File: src/rtl/regfile_wb_arbiter_pkg.sv
// Shared constants and helpers for the register-file write-back arbiter.
// Requester indices are fixed: ALU, MEM, DBG.
package regfile_wb_arbiter_pkg;

  localparam int NREQ   = 3;
  localparam int DW_DEF = 16;
  localparam int AW_DEF = 4;

  typedef logic [1:0] reqIdx_t;

  localparam reqIdx_t REQ_ALU = 2'd0;
  localparam reqIdx_t REQ_MEM = 2'd1;
  localparam reqIdx_t REQ_DBG = 2'd2;

  localparam logic [3:0] REG0     = 4'd0;
  localparam logic [7:0] DROP_MAX = 8'd255;

  // Successor in the fixed 0 -> 1 -> 2 -> 0 ring.
  function automatic reqIdx_t nextIdx(input reqIdx_t idx);
    case (idx)
      REQ_ALU: nextIdx = REQ_MEM;
      REQ_MEM: nextIdx = REQ_DBG;
      default: nextIdx = REQ_ALU;
    endcase
  endfunction

endpackage

File: src/rtl/regfile_wb_arbiter_rr_arbiter.sv
// Combinational 3-way round-robin pick: scan from Ptr, wrapping 2 -> 0,
// and grant the first pending entry.
module rr_arbiter
  import regfile_wb_arbiter_pkg::*;
(
  input  logic [NREQ-1:0] Pending,
  input  reqIdx_t         Ptr,
  output logic [NREQ-1:0] Grant,
  output reqIdx_t         GrantIdx,
  output logic            GrantValid
);

  reqIdx_t cand [NREQ];

  // An out-of-range pointer is treated as 0 so the scan always covers every entry.
  assign cand[0] = (Ptr > REQ_DBG) ? REQ_ALU : Ptr;

  generate
    for (genvar gi = 1; gi < NREQ; gi++) begin : gCand
      assign cand[gi] = nextIdx(cand[gi-1]);
    end
  endgenerate

  always_comb begin
    Grant      = '0;
    GrantIdx   = REQ_ALU;
    GrantValid = 1'b0;
    for (int k = 0; k < NREQ; k++) begin
      if (!GrantValid && Pending[cand[k]]) begin
        GrantValid = 1'b1;
        GrantIdx   = cand[k];
      end
    end
    if (GrantValid) Grant[GrantIdx] = 1'b1;
  end

endmodule

File: src/rtl/regfile_wb_arbiter.sv
// Shares the register file's single write port between ALU, MEM and DBG
// through one-entry buffers, round-robin issue and per-register ordering.
module regfile_wb_arbiter
  import regfile_wb_arbiter_pkg::*;
#(
  parameter int DW = DW_DEF,
  parameter int AW = AW_DEF
) (
  input  logic             Clk,
  input  logic             Rst,
  input  logic [NREQ-1:0]    ReqValid,
  input  logic [NREQ*AW-1:0] ReqReg,
  input  logic [NREQ*DW-1:0] ReqData,
  output logic [NREQ-1:0]    ReqReady,
  input  logic [AW-1:0]    Rs,
  input  logic [AW-1:0]    Rt,
  output logic             RsBusy,
  output logic             RtBusy,
  output logic             RegWre,
  output logic [AW-1:0]    WriteReg,
  output logic [DW-1:0]    WriteData,
  output logic [7:0]       DropCount
);

  logic [NREQ-1:0] pendingReg;
  logic [AW-1:0]   pRegReg  [NREQ];
  logic [DW-1:0]   pDataReg [NREQ];
  reqIdx_t         ptrReg;

  logic [AW-1:0]   reqRegVec  [NREQ];
  logic [DW-1:0]   reqDataVec [NREQ];

  logic [NREQ-1:0] grant;
  reqIdx_t         grantIdx;
  logic            grantValid;

  logic [NREQ-1:0] conflict;
  logic [NREQ-1:0] sameCycle;
  logic [NREQ-1:0] accept;

  generate
    for (genvar gi = 0; gi < NREQ; gi++) begin : gUnpack
      assign reqRegVec[gi]  = ReqReg[gi*AW +: AW];
      assign reqDataVec[gi] = ReqData[gi*DW +: DW];
    end
  endgenerate

  rr_arbiter uArb (
    .Pending    (pendingReg),
    .Ptr        (ptrReg),
    .Grant      (grant),
    .GrantIdx   (grantIdx),
    .GrantValid (grantValid)
  );

  // A buffered write that is not leaving this cycle blocks new writes to its
  // register; among simultaneous requests the lower index wins, so at most one
  // write per register is ever held and acceptance order equals issue order.
  always_comb begin
    conflict  = '0;
    sameCycle = '0;
    ReqReady  = '0;
    accept    = '0;
    for (int i = 0; i < NREQ; i++) begin
      for (int j = 0; j < NREQ; j++) begin
        if (j != i && pendingReg[j] && !grant[j] && pRegReg[j] == reqRegVec[i])
          conflict[i] = 1'b1;
      end
      for (int k = 0; k < i; k++) begin
        if (accept[k] && reqRegVec[k] == reqRegVec[i])
          sameCycle[i] = 1'b1;
      end
      ReqReady[i] = !Rst && (!pendingReg[i] || grant[i]) && !conflict[i] && !sameCycle[i];
      accept[i]   = ReqValid[i] && ReqReady[i];
    end
  end

  always_ff @(posedge Clk or posedge Rst) begin
    if (Rst) begin
      pendingReg <= '0;
      ptrReg     <= REQ_ALU;
      RegWre     <= 1'b0;
      WriteReg   <= '0;
      WriteData  <= '0;
      DropCount  <= '0;
      for (int i = 0; i < NREQ; i++) begin
        pRegReg[i]  <= '0;
        pDataReg[i] <= '0;
      end
    end else begin
      RegWre <= 1'b0;
      if (grantValid) begin
        pendingReg[grantIdx] <= 1'b0;
        ptrReg               <= nextIdx(grantIdx);
        WriteReg             <= pRegReg[grantIdx];
        WriteData            <= pDataReg[grantIdx];
        // r0 is hard-wired: swallow the write and count it instead.
        if (pRegReg[grantIdx] != AW'(REG0))
          RegWre <= 1'b1;
        else if (DropCount != DROP_MAX)
          DropCount <= DropCount + 8'd1;
      end
      // A refill overrides the clear above when the granted buffer is reloaded.
      for (int i = 0; i < NREQ; i++) begin
        if (accept[i]) begin
          pendingReg[i] <= 1'b1;
          pRegReg[i]    <= reqRegVec[i];
          pDataReg[i]   <= reqDataVec[i];
        end
      end
    end
  end

  logic rsHit;
  logic rtHit;

  always_comb begin
    rsHit = RegWre && WriteReg == Rs;
    rtHit = RegWre && WriteReg == Rt;
    for (int j = 0; j < NREQ; j++) begin
      if (pendingReg[j] && pRegReg[j] == Rs) rsHit = 1'b1;
      if (pendingReg[j] && pRegReg[j] == Rt) rtHit = 1'b1;
    end
  end

  assign RsBusy = (Rs != AW'(REG0)) && rsHit;
  assign RtBusy = (Rt != AW'(REG0)) && rtHit;

endmodule
File: config.mk
export PLATFORM = sky130hd
export DESIGN_NAME = regfile_wb_arbiter
export DESIGN_NICKNAME = d
export VERILOG_FILES = /design/src/rtl/regfile_wb_arbiter_pkg.sv /design/src/rtl/regfile_wb_arbiter_rr_arbiter.sv /design/src/rtl/regfile_wb_arbiter.sv
export SDC_FILE = /design/constraint.sdc
export NUM_CORES = 1
export LEC_CHECK = 0
export CAP_MARGIN = 10
export CORE_MARGIN = 2
export CORE_UTILIZATION = 52
export DETAILED_ROUTE_END_ITERATION = 7
export HOLD_SLACK_MARGIN = 0.12
export PLACE_DENSITY_LB_ADDON = 0.12
export SETUP_SLACK_MARGIN = 0.3
export SYNTH_ARGS = -nofsm -noshare
export SYNTH_HDL_FRONTEND = slang
export SYNTH_SLANG_ARGS = --single-unit
File: constraint.sdc
create_clock -name Clk -period 4.5 [get_ports Clk]
set_input_delay 0.45 -clock Clk [delete_from_list [all_inputs] [get_ports Clk]]
set_output_delay 0.45 -clock Clk [all_outputs]
set_load 0.01 [all_outputs]
==> metrics <==
status complete, no violations; overall die width 106 um; ranking of synthesized cells by instance count sky130_fd_sc_hd__dfrtp_1, sky130_fd_sc_hd__nand2_1, sky130_fd_sc_hd__xor2_1; EDFF count, synth 0; count of routing violations after the opening detailed-route iteration 180; fraction of layout instances using a drive strength above 1 0.173; number of DRC violations after detailed routing 0; residual antenna-violating net count after detailed routing 0; later-pin clock latency in the skew report 0.36 ns; worst IR drop on VDD 0.385 mV; clock network fraction of design power 0.097; ratio of routed vias to standard cells 5.52; initial antenna violation count 0; pin count of the biggest net entering global routing 75; total internal power 3.03 mW; Final Cycle Share 0.893; Pins Over Slew Limit 0; critical path class register to output port; top-count cell post-synth sky130_fd_sc_hd__dfrtp_1; clock buffer depth 2; initial standard-cell utilization of the core 0.529; hold-fix buffers at CTS 0; total wirelength of the detailed-routed design 12.5 mm; sort of element at the start of the critical path register; gate count of the mapped netlist 498; leakage dissipation 2.80 nW; Critical Path RT 4.05 ns; achievable clock frequency 0.249 GHz; overall routing resource usage 0.233; number of I/O port buffers 106; number of antenna cells inserted 0; buffer cell driving the clock tree root sky130_fd_sc_hd__clkbuf_8; routed via count 3934; H-tree levels 3; Max Cap Violations 0; RSZ-0062 raised after global routing false; clock-pin slew reported for the worst setup and hold paths after clock tree synthesis 0.08 ns; share of the synthesized area in the top cell type 0.435; Post-Syn Area per Cell 10.9 um^2; element type at the critical path end output port; number of rows in the core area 37; overall overflow remaining after global route 0; Fin Setup TNS 0 ns; synthesized net count 576; first-pass GRT wire length 20.6 mm; area of the mapped netlist 5410 um^2; placer's final routability congestion estimate 0.880; Max Fanout on Critical Path 11; core area 10200 um^2; vertical extent of the die 106 um; Finish-stage setup viols 0; IO Count 107; worst hold path type register to register; TritonCTS Buffers 9; biggest area contributors in the synthesized netlist sky130_fd_sc_hd__dfrtp_1, sky130_fd_sc_hd__mux2_2, sky130_fd_sc_hd__xor2_1, sky130_fd_sc_hd__xnor2_1, sky130_fd_sc_hd__mux2_4; Post-synth top flop sky130_fd_sc_hd__dfrtp_1; count of fill cells added during filler insertion 858; number of distinct library cells after synthesis 61; Relative slew margins 0.370; Final Power 5.21 mW; Routed WL per cell 17.6 um; DP Wirelength 9.03 mm; die area 11200 um^2; switching power summed over all nets 2.18 mW; cell type with the highest aggregate area in the netlist sky130_fd_sc_hd__dfrtp_1; number of global-route vias before repair 4055; count of clock tree sinks 94; crit path time final 4.02 ns; Comb power frac 0.571; arrival time of the worst setup path 3.57 ns; area growth from synthesis to layout 23.8%; Sw Ratio 0.418; Cell Pwr Density 778 nW/um^2; fraction of registers with async set/reset 1.00; hold violation count in the final report 0; clock tree from TritonCTS yes; Least-Margin Pin Slew 0.946 ns; worst-case clock skew 0.0124 ns; flip-flop and latch count after synthesis 94; Pre-antenna DRT Iters 5; portion of total power attributed to sequential cells 0.331; count of synthesis-stage warnings from yosys 0; number of nets in the layout 652; share of synthesized area occupied by flip-flops and latches 0.435
-- metrics by stage --
step / worst slack, ns / util / area [um^2] / std cells / hold WS [ns]
finish: 0.481 / 0.655 / 6700 / 713 / 0.469
detailed placement: 0.596 / 0.634 / 6490 / 697 / 0.453
floorplan: 0.989 / - / 5420 / 498 / 0.432
global route: 0.249 / 0.655 / 6700 / 713 / 0.502
CTS: 0.330 / 0.652 / 6680 / 711 / 0.475
global placement: 0.688 / 0.634 / 6490 / 697 / 0.448
-- registers in the layout, indices dropped and copies added, names as in the netlist --
signal,flops
WriteReg,4
ptrReg,2
DropCount,8
pDataReg,48
pRegReg,12
RegWre,1
WriteData,16
pendingReg,3
-- power groups by stage --
stage / Clock, mW / Sequential [mW] / Combinational, mW
2_1_floorplan: 0 / 1.55 / 2.24
3_3_place_gp: 0 / 1.71 / 2.87
3_5_place_dp: 0 / 1.73 / 2.96
4_1_cts: 0.524 / 1.72 / 2.98
5_1_grt: 0.555 / 1.78 / 3.30
6_report: 0.508 / 1.73 / 2.98
-- timing repair --
action,CTS,global route
pin swaps,0,2
resized for setup,3,2
buffers inserted,0,2
setup endpoints to repair,1,1
-- final cells by class --
type	count	area (um^2)	share of cell area
flip-flops and latches	94	2350	0.351
clock inverters	3	21.3	0.00318
multi-input cells	334	2800	0.417
repair buffers	115	1130	0.169
clock buffers	11	151	0.0226
well taps	136	170	0.0254
inverters	20	78.8	0.0118
-- routing by layer --
metal,global-route usage,up-vias,wire length [um]
met4,0.0658,0,132
met5,0,-,0
met3,0.0399,10,669
met2,0.409,90,6260
li1,-,1876,-
met1,0.298,1958,5470
-- critical path: stages, from the launching register on --
cell	delay [ns]
sky130_fd_sc_hd__dfrtp_1	0.43
sky130_fd_sc_hd__inv_1	0.10
sky130_fd_sc_hd__ha_2	0.34
sky130_fd_sc_hd__nor2b_1	0.19
sky130_fd_sc_hd__o21ai_4	0.29
sky130_fd_sc_hd__o2111ai_1	0.19
sky130_fd_sc_hd__a2bb2oi_4	0.27
sky130_fd_sc_hd__mux2i_2	0.33
sky130_fd_sc_hd__nor3_4	0.08
sky130_fd_sc_hd__a2111oi_2	0.40
sky130_fd_sc_hd__clkdlybuf4s50_1	0.60
-- logic make-up after synthesis --
| family | share of synthesized area |
|---|---|
| AOI/OAI and AO/OA | 0.113 |
| xor gates and xnor gates | 0.121 |
| adders and majority gates | 0.0116 |
| buffers and inverters | 0.0550 |
| DFF | 0.435 |
| muxes | 0.163 |
| and+or+nand+nor | 0.101 |
-- cell usage in the layout, fill, tap and decap left out, types with 9 or more instances in the layout --
cell type	synthesis	layout
sky130_fd_sc_hd__clkdlybuf4s50_1	0	106
sky130_fd_sc_hd__xor2_1	38	38
sky130_fd_sc_hd__mux2_4	19	19
sky130_fd_sc_hd__nand2_1	41	41
sky130_fd_sc_hd__inv_1	18	17
sky130_fd_sc_hd__buf_4	2	9
sky130_fd_sc_hd__clkbuf_8	0	11
sky130_fd_sc_hd__nor3_1	11	10
sky130_fd_sc_hd__o21ai_0	16	16
sky130_fd_sc_hd__mux2i_1	12	12
sky130_fd_sc_hd__dfrtp_1	94	94
sky130_fd_sc_hd__mux2_2	35	35
sky130_fd_sc_hd__nor2_1	15	15
sky130_fd_sc_hd__xnor2_1	37	37
-- path summary, 6_finish.rpt --
check / start / to / slack, ns / depth (start not counted)
max in group asynchronous: Rst / DropCount[6] / 2.65 / 3
setup / recovery: ptrReg[0] / ReqReady[2] / 0.48 / 10
min in group asynchronous: Rst / pRegReg[8] / 0.55 / 2
hold reg to reg: pDataReg[27] / WriteData[11] / 0.47 / 2
setup reg to reg: ptrReg[1] / pDataReg[0] / 0.81 / 11
hold / removal: pDataReg[27] / WriteData[11] / 0.47 / 2
(Power assumes the default switching activity.)
